[src/rtl/seg_scan_pkg.sv]
// Shared types and helpers for the 7-segment/keypad scan sequencer.
package seg_scan_pkg;

  localparam int FRAME_W   = 8;
  localparam int NUM_SLOTS = 4;

  typedef enum logic [2:0] {
    IDLE,
    LOAD,
    SHIFT,
    SETTLE,
    SAMPLE,
    DWELL
  } state_e;

  // Frame layout: {keypad row, screen select, digit}; row and screen both follow the slot.
  function automatic logic [FRAME_W-1:0] make_frame(input logic [1:0] slot,
                                                    input logic [3:0] digit);
    return {slot, slot, digit};
  endfunction

endpackage

[src/rtl/key_debounce.sv]
// One key's debouncer: the stable state flips after DEBOUNCE_SCANS consecutive disagreeing samples.
module key_debounce #(
  parameter int DEBOUNCE_SCANS = 4
) (
  input  logic clk,
  input  logic rst_n,
  input  logic strobe_i,
  input  logic raw_i,
  output logic state_o,
  output logic flip_o
);

  localparam int CW = $clog2(DEBOUNCE_SCANS) + 1;
  localparam logic [CW-1:0] CNT_LAST = CW'(DEBOUNCE_SCANS - 1);

  logic [CW-1:0] cnt_q, cnt_d;
  logic          state_q, state_d;

  // NOTE: every signal written here gets a default first, so no path leaves it unassigned and no latch is inferred.
  always_comb begin
    cnt_d   = cnt_q;
    state_d = state_q;
    flip_o  = 1'b0;
    if (strobe_i) begin
      if (raw_i == state_q) begin
        cnt_d = '0;
      end else if (cnt_q == CNT_LAST) begin
        state_d = ~state_q;
        cnt_d   = '0;
        flip_o  = 1'b1;
      end else begin
        cnt_d = cnt_q + CW'(1);
      end
    end
  end

  // NOTE: non-blocking assignments so every flop updates from the values seen before the edge.
  always_ff @(posedge clk or negedge rst_n) begin
    if (!rst_n) begin
      cnt_q   <= '0;
      state_q <= 1'b0;
    end else begin
      cnt_q   <= cnt_d;
      state_q <= state_d;
    end
  end

  assign state_o = state_q;

endmodule

[src/rtl/seg_scan_ctrl.sv]
// Scan sequencer: shifts one frame per slot to the decoder, dwells, and debounces the key line.
module seg_scan_ctrl
  import seg_scan_pkg::*;
#(
  parameter int DWELL_CYCLES   = 1024,
  parameter int SETTLE_CYCLES  = 3,
  parameter int DEBOUNCE_SCANS = 4
) (
  input  logic        clk,
  input  logic        rst_n,
  input  logic        enable_i,
  input  logic [15:0] digits_i,
  input  logic [3:0]  blank_i,
  input  logic        miso_i,
  output logic        mosi_o,
  output logic        en_o,
  output logic [3:0]  key_state_o,
  output logic        key_event_o,
  output logic [1:0]  key_idx_o,
  output logic [1:0]  slot_o,
  output logic        frame_done_o
);

  localparam int DW = $clog2(DWELL_CYCLES) + 1;
  localparam int SW = $clog2(SETTLE_CYCLES) + 1;
  localparam logic [DW-1:0] DWELL_LAST  = DW'(DWELL_CYCLES - 1);
  localparam logic [SW-1:0] SETTLE_LAST = SW'(SETTLE_CYCLES - 1);

  state_e               state_q, state_d;
  logic [1:0]           slot_q, slot_d;
  logic [FRAME_W-1:0]   frame_q, frame_d;
  logic [2:0]           shift_cnt_q, shift_cnt_d;
  logic [SW-1:0]        settle_cnt_q, settle_cnt_d;
  logic [DW-1:0]        dwell_cnt_q, dwell_cnt_d;
  logic                 en_q, en_d, mosi_q, mosi_d, fd_q, fd_d;
  logic                 key_event_q, key_event_d;
  logic [1:0]           key_idx_q, key_idx_d;
  logic [1:0]           miso_sync_q;
  logic                 sample_stb;
  logic [NUM_SLOTS-1:0] key_flip;

  // en_o/mosi_o are computed for the next state so the registered pins line up with state_q.
  always_comb begin
    state_d      = state_q;
    slot_d       = slot_q;
    frame_d      = frame_q;
    shift_cnt_d  = shift_cnt_q;
    settle_cnt_d = settle_cnt_q;
    dwell_cnt_d  = dwell_cnt_q;
    en_d         = 1'b0;
    mosi_d       = 1'b0;
    fd_d         = 1'b0;
    sample_stb   = 1'b0;
    unique case (state_q)
      IDLE: if (enable_i) state_d = LOAD;
      LOAD: begin
        frame_d     = make_frame(slot_q, digits_i[{slot_q, 2'b00} +: 4]);
        shift_cnt_d = '0;
        state_d     = SHIFT;
        en_d        = 1'b1;
        mosi_d      = frame_d[FRAME_W-1];
      end
      SHIFT: begin
        if (shift_cnt_q == 3'd7) begin
          settle_cnt_d = '0;
          state_d      = SETTLE;
        end else begin
          shift_cnt_d = shift_cnt_q + 3'd1;
          frame_d     = frame_q << 1;
          en_d        = 1'b1;
          mosi_d      = frame_d[FRAME_W-1];
        end
      end
      SETTLE: begin
        if (settle_cnt_q == SETTLE_LAST) state_d = SAMPLE;
        else settle_cnt_d = settle_cnt_q + SW'(1);
      end
      SAMPLE: begin
        sample_stb  = 1'b1;
        dwell_cnt_d = '0;
        state_d     = DWELL;
        en_d        = blank_i[slot_q];
      end
      DWELL: begin
        en_d = en_q;
        if (dwell_cnt_q == DWELL_LAST) begin
          en_d    = 1'b0;
          fd_d    = 1'b1;
          slot_d  = slot_q + 2'd1;
          state_d = enable_i ? LOAD : IDLE;
        end else begin
          dwell_cnt_d = dwell_cnt_q + DW'(1);
        end
      end
      default: state_d = IDLE;
    endcase
  end

  // Only the current slot's key sees the strobe, so at most one flip per frame.
  for (genvar k = 0; k < NUM_SLOTS; k++) begin : g_key
    key_debounce #(
      .DEBOUNCE_SCANS(DEBOUNCE_SCANS)
    ) u_debounce (
      .clk     (clk),
      .rst_n   (rst_n),
      .strobe_i(sample_stb && (slot_q == 2'(k))),
      .raw_i   (~miso_sync_q[1]),
      .state_o (key_state_o[k]),
      .flip_o  (key_flip[k])
    );
  end

  assign key_event_d = |key_flip;
  assign key_idx_d   = (|key_flip) ? slot_q : key_idx_q;

  always_ff @(posedge clk or negedge rst_n) begin
    if (!rst_n) begin
      state_q      <= IDLE;
      slot_q       <= '0;
      frame_q      <= '0;
      shift_cnt_q  <= '0;
      settle_cnt_q <= '0;
      dwell_cnt_q  <= '0;
      en_q         <= 1'b0;
      mosi_q       <= 1'b0;
      fd_q         <= 1'b0;
      key_event_q  <= 1'b0;
      key_idx_q    <= '0;
      miso_sync_q  <= '0;
    end else begin
      state_q      <= state_d;
      slot_q       <= slot_d;
      frame_q      <= frame_d;
      shift_cnt_q  <= shift_cnt_d;
      settle_cnt_q <= settle_cnt_d;
      dwell_cnt_q  <= dwell_cnt_d;
      en_q         <= en_d;
      mosi_q       <= mosi_d;
      fd_q         <= fd_d;
      key_event_q  <= key_event_d;
      key_idx_q    <= key_idx_d;
      miso_sync_q  <= {miso_sync_q[0], miso_i};
    end
  end

  assign mosi_o       = mosi_q;
  assign en_o         = en_q;
  assign slot_o       = slot_q;
  assign frame_done_o = fd_q;
  assign key_event_o  = key_event_q;
  assign key_idx_o    = key_idx_q;

endmodule

[config.mk]
export PLATFORM = sky130hd
export DESIGN_NAME = seg_scan_ctrl
export DESIGN_NICKNAME = d
export VERILOG_FILES = /design/src/rtl/seg_scan_pkg.sv /design/src/rtl/key_debounce.sv /design/src/rtl/seg_scan_ctrl.sv
export SDC_FILE = /design/constraint.sdc
export NUM_CORES = 1
export LEC_CHECK = 0
export CORE_MARGIN = 2
export CORE_UTILIZATION = 45
export CTS_BUF_LIST = sky130_fd_sc_hd__clkbuf_8
export DETAILED_ROUTE_END_ITERATION = 16
export GPL_TIMING_DRIVEN = 0
export PLACE_DENSITY = 0.77
export SLEW_MARGIN = 20
export SYNTH_ARGS = -nofsm -noshare
export SYNTH_HDL_FRONTEND = slang
export SYNTH_SLANG_ARGS = --single-unit
[constraint.sdc]
create_clock -name clk -period 2.8 [get_ports clk]
set_input_delay 0.84 -clock clk [delete_from_list [all_inputs] [get_ports clk]]
set_output_delay 0.84 -clock clk [all_outputs]
set_load 0.01 [all_outputs]
**Yosys cells after proc, flatten, opt, wreduce, memory -nomap -nowiden**

Cells that the tools add are included.

- Flip-flop bits (word level): 53
- Input bits: 24
- Output and inout bits: 12
- Word-level logic and storage cells: 129

- Add/sub/neg operators: 8
- Order comparisons: 1
- Equal/unequal tests: 26
- Shift operators: 1
- Multiplexer cells: 45
- Bitwise gates (word level): 9
- Reductions and logical operators: 19

Operators by type and width:

| kind | number |
|---|---|
| $mux 3 | 15 |
| $pmux 11 s2 | 1 |
| $eq 3x2->1 const B | 7 |
| $mux 1 | 20 |
| $add 3x1->3 const B | 6 |
| $pmux 3 s6 | 1 |
| $shiftx 16x5->4 | 1 |
| $reduce_and 3->1 | 5 |
| $ne 2x2->1 const B | 7 |
| $pmux 7 s2 | 1 |
| $pmux 3 s2 | 2 |
| $add 11x1->11 const B | 1 |
| $eq 11x10->1 const B | 1 |
| $mux 11 | 1 |
| $eq 3x3->1 const B | 3 |
| $not 1->1 | 9 |
| $mux 7 | 1 |
| $reduce_and 2->1 | 3 |
| $reduce_bool 2->1 | 3 |
| $eq 1x1->1 | 4 |
| $eq 2x2->1 const B | 2 |
| $logic_and 1x1->1 | 4 |
| $pmux 1 s4 | 1 |
| $reduce_and 4->1 | 1 |
| 9 further kinds | 9 |

**Longest topological paths before layout**

Gate-level depths: netlist of run 1.

- Word-level depth: 5
- Mapped depth: 7
- Mapped depth without buffers: 6

**By module**

A second synthesis of run 1 with hierarchy kept.

- Cells, all modules: 281
- Area total of the unflattened synthesis: 2877.8 um2

By module, submodules not included:

| module | instances | cells each | area an instance (um2) | seq. area each (um2) |
|---|---|---|---|---|
| seg_scan_ctrl | 1 | 205 | 2077.0 | 925.9 |
| key_debounce | 4 | 19 | 200.2 | 100.1 |

**Worst setup path after synthesis of run 1**

No wires, ideal clock.

- Path kind: register -> register
- Start: register slot_q[0], in the netlist slot_o[0]
- End: register key_idx_q[0], in the netlist key_idx_o[0]
- Library setup time: 0.128 ns
- Arrival: 2.071 ns
- Data required time: 2.672 ns
- Slack: 0.601 ns
- Stages on the path, launching flop included: 8
- Path buffers: 1
- Period minus slack after synthesis: 2.199 ns
- Cell sequence: dfrtp_1 clkbuf_1 inv_1 ha_1 nand4bb_1 nor4b_4 nor4_2 mux2_1

- Word-level cells in the longest chain between the ends: 4
- Elaborated cells between the ends (all ways): 13
- Those cells by class: eq/ne (3); mux (4); reduce/logical (6)

RTL lines:

| what | RTL line | source |
|---|---|---|
| from (decl) | seg_scan_ctrl.sv:30 | `logic [1:0] slot_q, slot_d;` |
| from (signal assigned) | seg_scan_ctrl.sv:132 | `slot_q <= slot_d;` |
| $eq 2x1->1, or another cell as far along | seg_scan_ctrl.sv:106 | `.strobe_i(sample_stb && (slot_q == 2'(k))),` |
| $logic_and 1x1->1 | seg_scan_ctrl.sv:106 |  |
| $mux 1 | key_debounce.sv:24 | `if (strobe_i) begin` |
| $reduce_or 4->1 | seg_scan_ctrl.sv:114 | `assign key_idx_d = (\|key_flip) ? slot_q : key_idx_q;` |
| to (signal assigned) | seg_scan_ctrl.sv:141 | `key_idx_q <= key_idx_d;` |
| to (decl) | seg_scan_ctrl.sv:37 | `logic [1:0] key_idx_q, key_idx_d;` |

Several ways; a longest one is shown, not always the timed one.
A chain may end at the register's enable or synchronous reset.

**Worst setup path in the final report of run 1**

Same ends and word-level chain as after synthesis.

==> results of run 1 <==
==> synthesized netlist by cell type, types with 2 or more instances <==
master	n
nand2b_1	4
a22o_1	8
a221o_1	2
xor2_1	5
nor3_1	4
nor2_1	15
o311ai_0	2
nand4bb_1	2
inv_1	9
or2_2	2
mux2_1	2
nand4_1	2
nor4_1	2
a31oi_1	2
mux4_2	5
a21o_1	3
mux2_2	4
nand2_1	20
xnor2_1	2
mux2i_1	5
and3_1	2
ha_1	13
nor4b_4	2
o21ai_0	17
nor2b_1	6
buf_4	6
o21a_1	2
clkbuf_1	7
o31ai_1	5
and2_1	2
nand3_1	2
a21oi_1	11
nand3b_1	3
nor3b_1	2
dfrtp_1	53
==> critical path, stage by stage (launching register included) <==
cell	delay, ns
dfrtp_1	0.41
clkbuf_1	0.42
inv_1	0.18
ha_1	0.25
nand4bb_1	0.24
nor4b_4	0.10
nor4_2	0.41
mux2_1	0.36
==> how the worst min path moves through the flow <==
stage          slack, ns                      from  cells after the start                  endpoint
2_1_floorplan       0.33  miso_sync_q[0]$_DFF_PN0_                      0  miso_sync_q[1]$_DFF_PN0_
3_3_place_gp        0.33  miso_sync_q[0]$_DFF_PN0_                      0  miso_sync_q[1]$_DFF_PN0_
3_5_place_dp        0.33  miso_sync_q[0]$_DFF_PN0_                      0  miso_sync_q[1]$_DFF_PN0_
4_1_cts             0.36  miso_sync_q[0]$_DFF_PN0_                      0  miso_sync_q[1]$_DFF_PN0_
5_1_grt             0.39  miso_sync_q[0]$_DFF_PN0_                      0  miso_sync_q[1]$_DFF_PN0_
6_report            0.36  miso_sync_q[0]$_DFF_PN0_                      0  miso_sync_q[1]$_DFF_PN0_
==> cell type report <==
| cell class | instances | area share [%] |
|---|---|---|
| Inverter | 9 | 1.02 |
| Clock buffer | 5 | 2.07 |
| Tap cell | 75 | 2.82 |
| Clock inverter | 3 | 1.39 |
| Buffer | 16 | 2.78 |
| Multi-Input combinational cell | 173 | 39.6 |
| Timing Repair Buffer | 35 | 10.5 |
| Sequential cell | 53 | 39.8 |
==> layer usage <==
| layer | track usage [%] | vias to the layer above | wire (µm) |
|---|---|---|---|
| met2 | 27.7 | 52 | 2500 |
| met4 | 4.00 | 0 | 32 |
| li1 | - | 988 | - |
| met5 | 0 | - | 0 |
| met1 | 21.7 | 1003 | 2400 |
| met3 | 4.46 | 3 | 259 |
==> stage by stage <==
step | instance area [µm²] | hold slack [ns] | util [%] | setup slack [ns] | TNS, ns
5_1_grt | 3330 | 0.386 | 56.2 | 0.0598 | 0
3_3_place_gp | 3220 | 0.334 | 54.3 | -0.763 | -40.30
3_5_place_dp | 3210 | 0.335 | 54.3 | 0.267 | 0
2_1_floorplan | 2770 | 0.331 | - | 0.601 | 0
6_report | 3330 | 0.356 | 56.2 | 0.317 | 0
4_1_cts | 3330 | 0.359 | 56.2 | 0.242 | 0
==> cells by family after synthesis <==
kind of cell / Yosys count
compound gates: 58
xor+xnor: 7
fa+ha+maj: 14
buf+inv: 25
flops: 53
mux: 16
simple gates: 78
==> registers in the layout, summed over array words and instances, names as in the netlist <==
signal	count
g_key.u_debounce.cnt_q	12
dwell_cnt_q	11
frame_q	7
g_key.u_debounce.state_o	4
settle_cnt_q	3
shift_cnt_q	3
state_q	3
key_idx_o	2
miso_sync_q	2
slot_o	2
en_o	1
frame_done_o	1
key_event_o	1
mosi_o	1
==> where the power goes <==
group / internal (mW) / switching [mW] / total, mW
Sequential: 0.768 / 0.00156 / 0.769
Combinational: 0.0390 / 0.0269 / 0.0659
Clock: 0.268 / 0.258 / 0.526
Total: 1.07 / 0.287 / 1.36
==> qor.txt, run 1 <==
status = finished clean
RSZ-0062 raised after global routing = no
die span in y = 82.5 µm
top post-synthesis cells by area = dfrtp_1 (48%), ha_1 (5.9%), mux4_2 (4.1%)
Post-CTS Hold Fix Bufs = 0
Initial Utilization = 46.8%
FP Rows = 28
global route overflow = 0
Max-Cap Viols = 0
CTS tree = done
clock buffer count from CTS = 5
setup violators final = 0
Worst Setup SP = slot_o[0]$_DFFE_PN0P_
Synth Area in Simple Gates = 16.9%
post-DP HPWL = 3850 µm
Final Hold Vio Count = 0
syn_area_per_cell = 11.0 µm²
clock slew at reported path FFs = 0.10 ns
mux share of post-synthesis cell area = 8.31%
total setup buffers inserted after CTS = 0
crit end category = flip-flop
I/O pin count = 36
number of flops mapped to enable cells by yosys = 0
Slew @ Worst Pin = 0.825 ns
CP Capture Point = key_idx_o[0]$_DFFE_PN0P_
die width = 82.5 µm
CTS Root Cell = clkbuf_8
ys async rst share = 100%
Netlist cell types = 53
Req. time, crit path = 3.00 ns
Worst EP arrival = 2.68 ns
Adder-Cell Fraction of Synth Area = 6.23%
first-pass GRT wire length = 8710 µm
Mapped Nets = 288
R2R depth = 7
Clock Skew = 0.00611 ns
core area = 0.00592 mm²
FILL cells = 506
1st-pass router iterations = 4
most common cell after layout, fill and taps aside = dfrtp_1
H-tree levels = 2
Worst VDD drop = 242 µV
Final Max Tran Viols = 0
prevailing post-synth register cell = dfrtp_1
fin crit period = 2.48 ns
WL per Instance = 14.1 µm
post-synthesis xor/xnor area fraction = 2.21%
DRC violations left = 0
Vias = 2046
most frequent cells in the layout = dfrtp_1 (53), clkdlybuf4s50_1 (34), nand2_1 (20), o21ai_0 (17), nor2_1 (15)
Initial DRC Count = 92
CTS resizes = 0
area delta synth->final = 20.1%
total power draw = 1.36 mW
RR Endpoint = key_idx_o[0]$_DFFE_PN0P_
antenna violations before repair = 0
DRT Wirelength = 5190 µm
r2r setup slk = 0.32 ns
GPL Wtd Cong = 0.808
vias in the first global route = 1992
Skew-Pair Late Insertion Delay = 0.31 ns
port bufs = 35
Compound-Gate Fraction of Synth Area = 13.9%
Synth Cell Area = 0.00277 mm²
Vias/cell = 5.54
die area = 0.00680 mm²
DRT antenna net count = 0
Slew headroom = 44.9%
WS Path Type = flip-flop to flip-flop
Min-Delay Path Class = flip-flop to flip-flop
post-synth top area share = 47.9%
synthesized netlist cell count = 251
yosys warns = 0
Max clock buf depth = 2
placed cell count = 361
# diodes = 0
Multi-input gate area = 0.00132 mm²
clock sinks = 53
register bit total from synthesis = 53
Sequential Area = 0.00133 mm²
power density cells = 409 mW/mm²
crit share post-route = 88.7%
largest net degree at the start of global routing = 54
share of layout cells above drive strength 1 = 11.6%
Fmax = 0.403 GHz
leading area contributor after synthesis = dfrtp_1
Finished Layout Cells = 369
crit path launch type = flip-flop
main combinational cell family by area after synthesis = simple AND/OR/NAND/NOR gates
total track usage = 16.7%
CP max FO = 8
sequential area share after synthesis = 47.9%
layout net count = 330
startpoint of the worst-slack reg-to-reg timing path = slot_o[0]$_DFFE_PN0P_
leak pwr = 1.47 nW
No activity file was read; power rests on OpenSTA's default activity.
==> run 2: changes to the inputs <==
Settings changed: ABC_CLOCK_PERIOD_IN_PS set to 2800, CTS_CLUSTER_DIAMETER set to 50.
==> results of run 2 <==
Final layout, timing and power as in run 1 (identical DEF).
==> run 3: changes to the inputs <==
Settings changed: CELL_PAD_IN_SITES_DETAIL_PLACEMENT set to 2, CELL_PAD_IN_SITES_GLOBAL_PLACEMENT set to 2, CORE_UTILIZATION 45 to 30, PLACE_DENSITY 0.77 to 0.78.
==> qor.txt, run 3 (synthesis results as in run 1) <==
status = finished clean
Max-Cap Viols = 0 (unchanged)
Min-Delay Path Class = flip-flop to flip-flop
core area = 0.00911 mm² (+54%)
crit end category = flip-flop
GPL Wtd Cong = 0.752 (-7.0%)
area delta synth->final = 22.0%
post-DP HPWL = 5060 µm (+31%)
DRC violations left = 0 (unchanged)
Max clock buf depth = 2 (unchanged)
H-tree levels = 2 (unchanged)
CP max FO = 8 (unchanged)
max FFs per register = 12 (unchanged)
Setup TNS = 0 ns (unchanged)
die width = 100 µm (+21%)
CTS Root Cell = clkbuf_8
Slew @ Worst Pin = 0.835 ns (+0.0105 ns)
clock sinks = 53 (unchanged)
1st-pass router iterations = 2 (-2)
power share of the clock group = 40.1% (+1.4 points)
clock buffer count from CTS = 5 (unchanged)
die area = 0.0100 mm² (+47%)
Skew-Pair Late Insertion Delay = 0.31 ns (about the same)
Initial Utilization = 30.4% (-16 points)
total track usage = 15.4% (-1.3 points)
most frequent cells in the layout = dfrtp_1 (53), clkdlybuf4s50_1 (34), nand2_1 (20), o21ai_0 (17), nor2_1 (15)
Post-CTS Hold Fix Bufs = 0 (unchanged)
Vias/cell = 5.12 (-7.6%)
layout net count = 330 (unchanged)
vias in the first global route = 2383 (+20%)
Worst EP arrival = 2.66 ns (-0.02 ns)
port bufs = 35 (unchanged)
fin crit period = 2.46 ns (-0.0238 ns)
most common cell after layout, fill and taps aside = dfrtp_1
WS Path Type = flip-flop to flip-flop
total setup buffers inserted after CTS = 0 (unchanged)
FP Rows = 35 (+25%)
clock slew at reported path FFs = 0.10 ns (about the same)
antenna violations before repair = 0 (unchanged)
most flop-heavy register = g_key.u_debounce.cnt_q
Switch Pwr = 0.302 mW (+5.4%)
Vias = 2075 (+1.4%)
WHS = 0.362 ns (+0.00548 ns)
DRT Wirelength = 6910 µm (+33%)
WL per Instance = 17.1 µm (+21%)
leak pwr = 1.48 nW (+0.68%)
P_int = 1.10 mW (+2.2%)
Net Sw Frac = 21.6% (+0.52 points)
power density cells = 414 mW/mm² (+1.3%)
Flop pwr share = 54.9% (-1.6 points)
Clock Skew = 0.00453 ns (-0.00158 ns)
Final Hold Vio Count = 0 (unchanged)
RSZ-0062 raised after global routing = no
Worst VDD drop = 189 µV (-22%)
Combinational Power Share = 5.0% (+0.2 points)
CTS tree = done
setup violators final = 0 (unchanged)
DRT antenna net count = 0 (unchanged)
largest net degree at the start of global routing = 54 (unchanged)
Final Max Tran Viols = 0 (unchanged)
crit share post-route = 87.8% (-0.85 points)
# diodes = 0 (unchanged)
global route overflow = 0 (unchanged)
first-pass GRT wire length = 12000 µm (+38%)
I/O pin count = 36 (unchanged)
Slew headroom = 44.2% (-0.70 points)
share of layout cells above drive strength 1 = 12.2% (+0.68 points)
Req. time, crit path = 3.00 ns (about the same)
Fmax = 0.407 GHz (+0.97%)
biggest regs = g_key.u_debounce.cnt_q: 12 flops, dwell_cnt_q: 11 flops, frame_q: 7 flops
die span in y = 100 µm (+21%)
Initial DRC Count = 75 (-18%)
crit path launch type = flip-flop
run 3: cell count changes in the layout (fill, tap and decap cells not counted):
cell,delta
clkbuf_1,-2
clkbuf_2,+2
clkbuf_8,+1
clkinv_4,-1
run 3: final timing paths:
kind                       cells past startpoint  slack, ns                                  endpoint                      from
hold reg to reg                                0       0.36                  miso_sync_q[1]$_DFF_PN0_  miso_sync_q[0]$_DFF_PN0_
min in group asynchronous                      1       0.58  g_key[1].u_debounce.cnt_q[2]$_DFFE_PN0P_                     rst_n
setup / recovery                               7       0.34                  key_idx_o[0]$_DFFE_PN0P_     slot_o[0]$_DFFE_PN0P_
setup reg to reg                               7       0.34                  key_idx_o[0]$_DFFE_PN0P_     slot_o[0]$_DFFE_PN0P_
hold / removal                                 0       0.36                  miso_sync_q[1]$_DFF_PN0_  miso_sync_q[0]$_DFF_PN0_
max in group asynchronous                      1       1.76               settle_cnt_q[1]$_DFFE_PN0P_                     rst_n
run 3: layout make-up:
type | instances | area [µm²]
plain buffers | 16 | 95.1
clock buffers | 6 | 82.6
clock inverters | 2 | 37.5
fillers | 1001 | 5730
inverters | 9 | 33.8
multi-input cells | 173 | 1320
flip-flops and latches | 53 | 1330
well taps | 111 | 139
repair buffers | 35 | 348
run 3: routing by layer:
layer	vias up	track usage (%)	routed length [µm]
met3	8	3.20	232
met4	0	4.64	110
li1	981	-	-
met2	39	26.7	3540
met5	-	0	0
met1	1047	19.3	3030
run 3: power groups by stage:
stage,Combinational (mW),Clock [mW],Sequential (mW)
floorplan,0.0172,0,0.785
global placement,0.0685,0,0.785
detailed placement,0.0720,0,0.784
CTS,0.0718,0.580,0.769
global route,0.0776,0.609,0.770
finish,0.0698,0.561,0.769
run 3: critical path: stages, from the launching register on:
cell	delay (ns)
dfrtp_1	0.42
clkbuf_2	0.28
inv_1	0.15
ha_1	0.25
nand4bb_1	0.28
nor4b_4	0.10
nor4_2	0.48
mux2_1	0.38
run 3: per-stage QoR:
stage | std cells | setup slack [ns] | instance area (µm²) | utilization (%) | total power, mW
finish | 405 | 0.341 | 3380 | 37.1 | 1.40
global route | 405 | 0.149 | 3380 | 37.1 | 1.46
CTS | 405 | 0.0855 | 3380 | 37.1 | 1.42
detailed placement | 397 | 0.0647 | 3260 | 35.8 | 0.856
global placement | 397 | -0.846 | 3260 | 35.8 | 0.853
floorplan | 251 | 0.601 | 2770 | - | 0.802
run 3: timing repair:
action,4_1_cts,5_1_grt
gates resized for setup,1,2
pin swaps,0,0
hold endpoints to repair,0,0
endpoints found under the setup margin,2,2
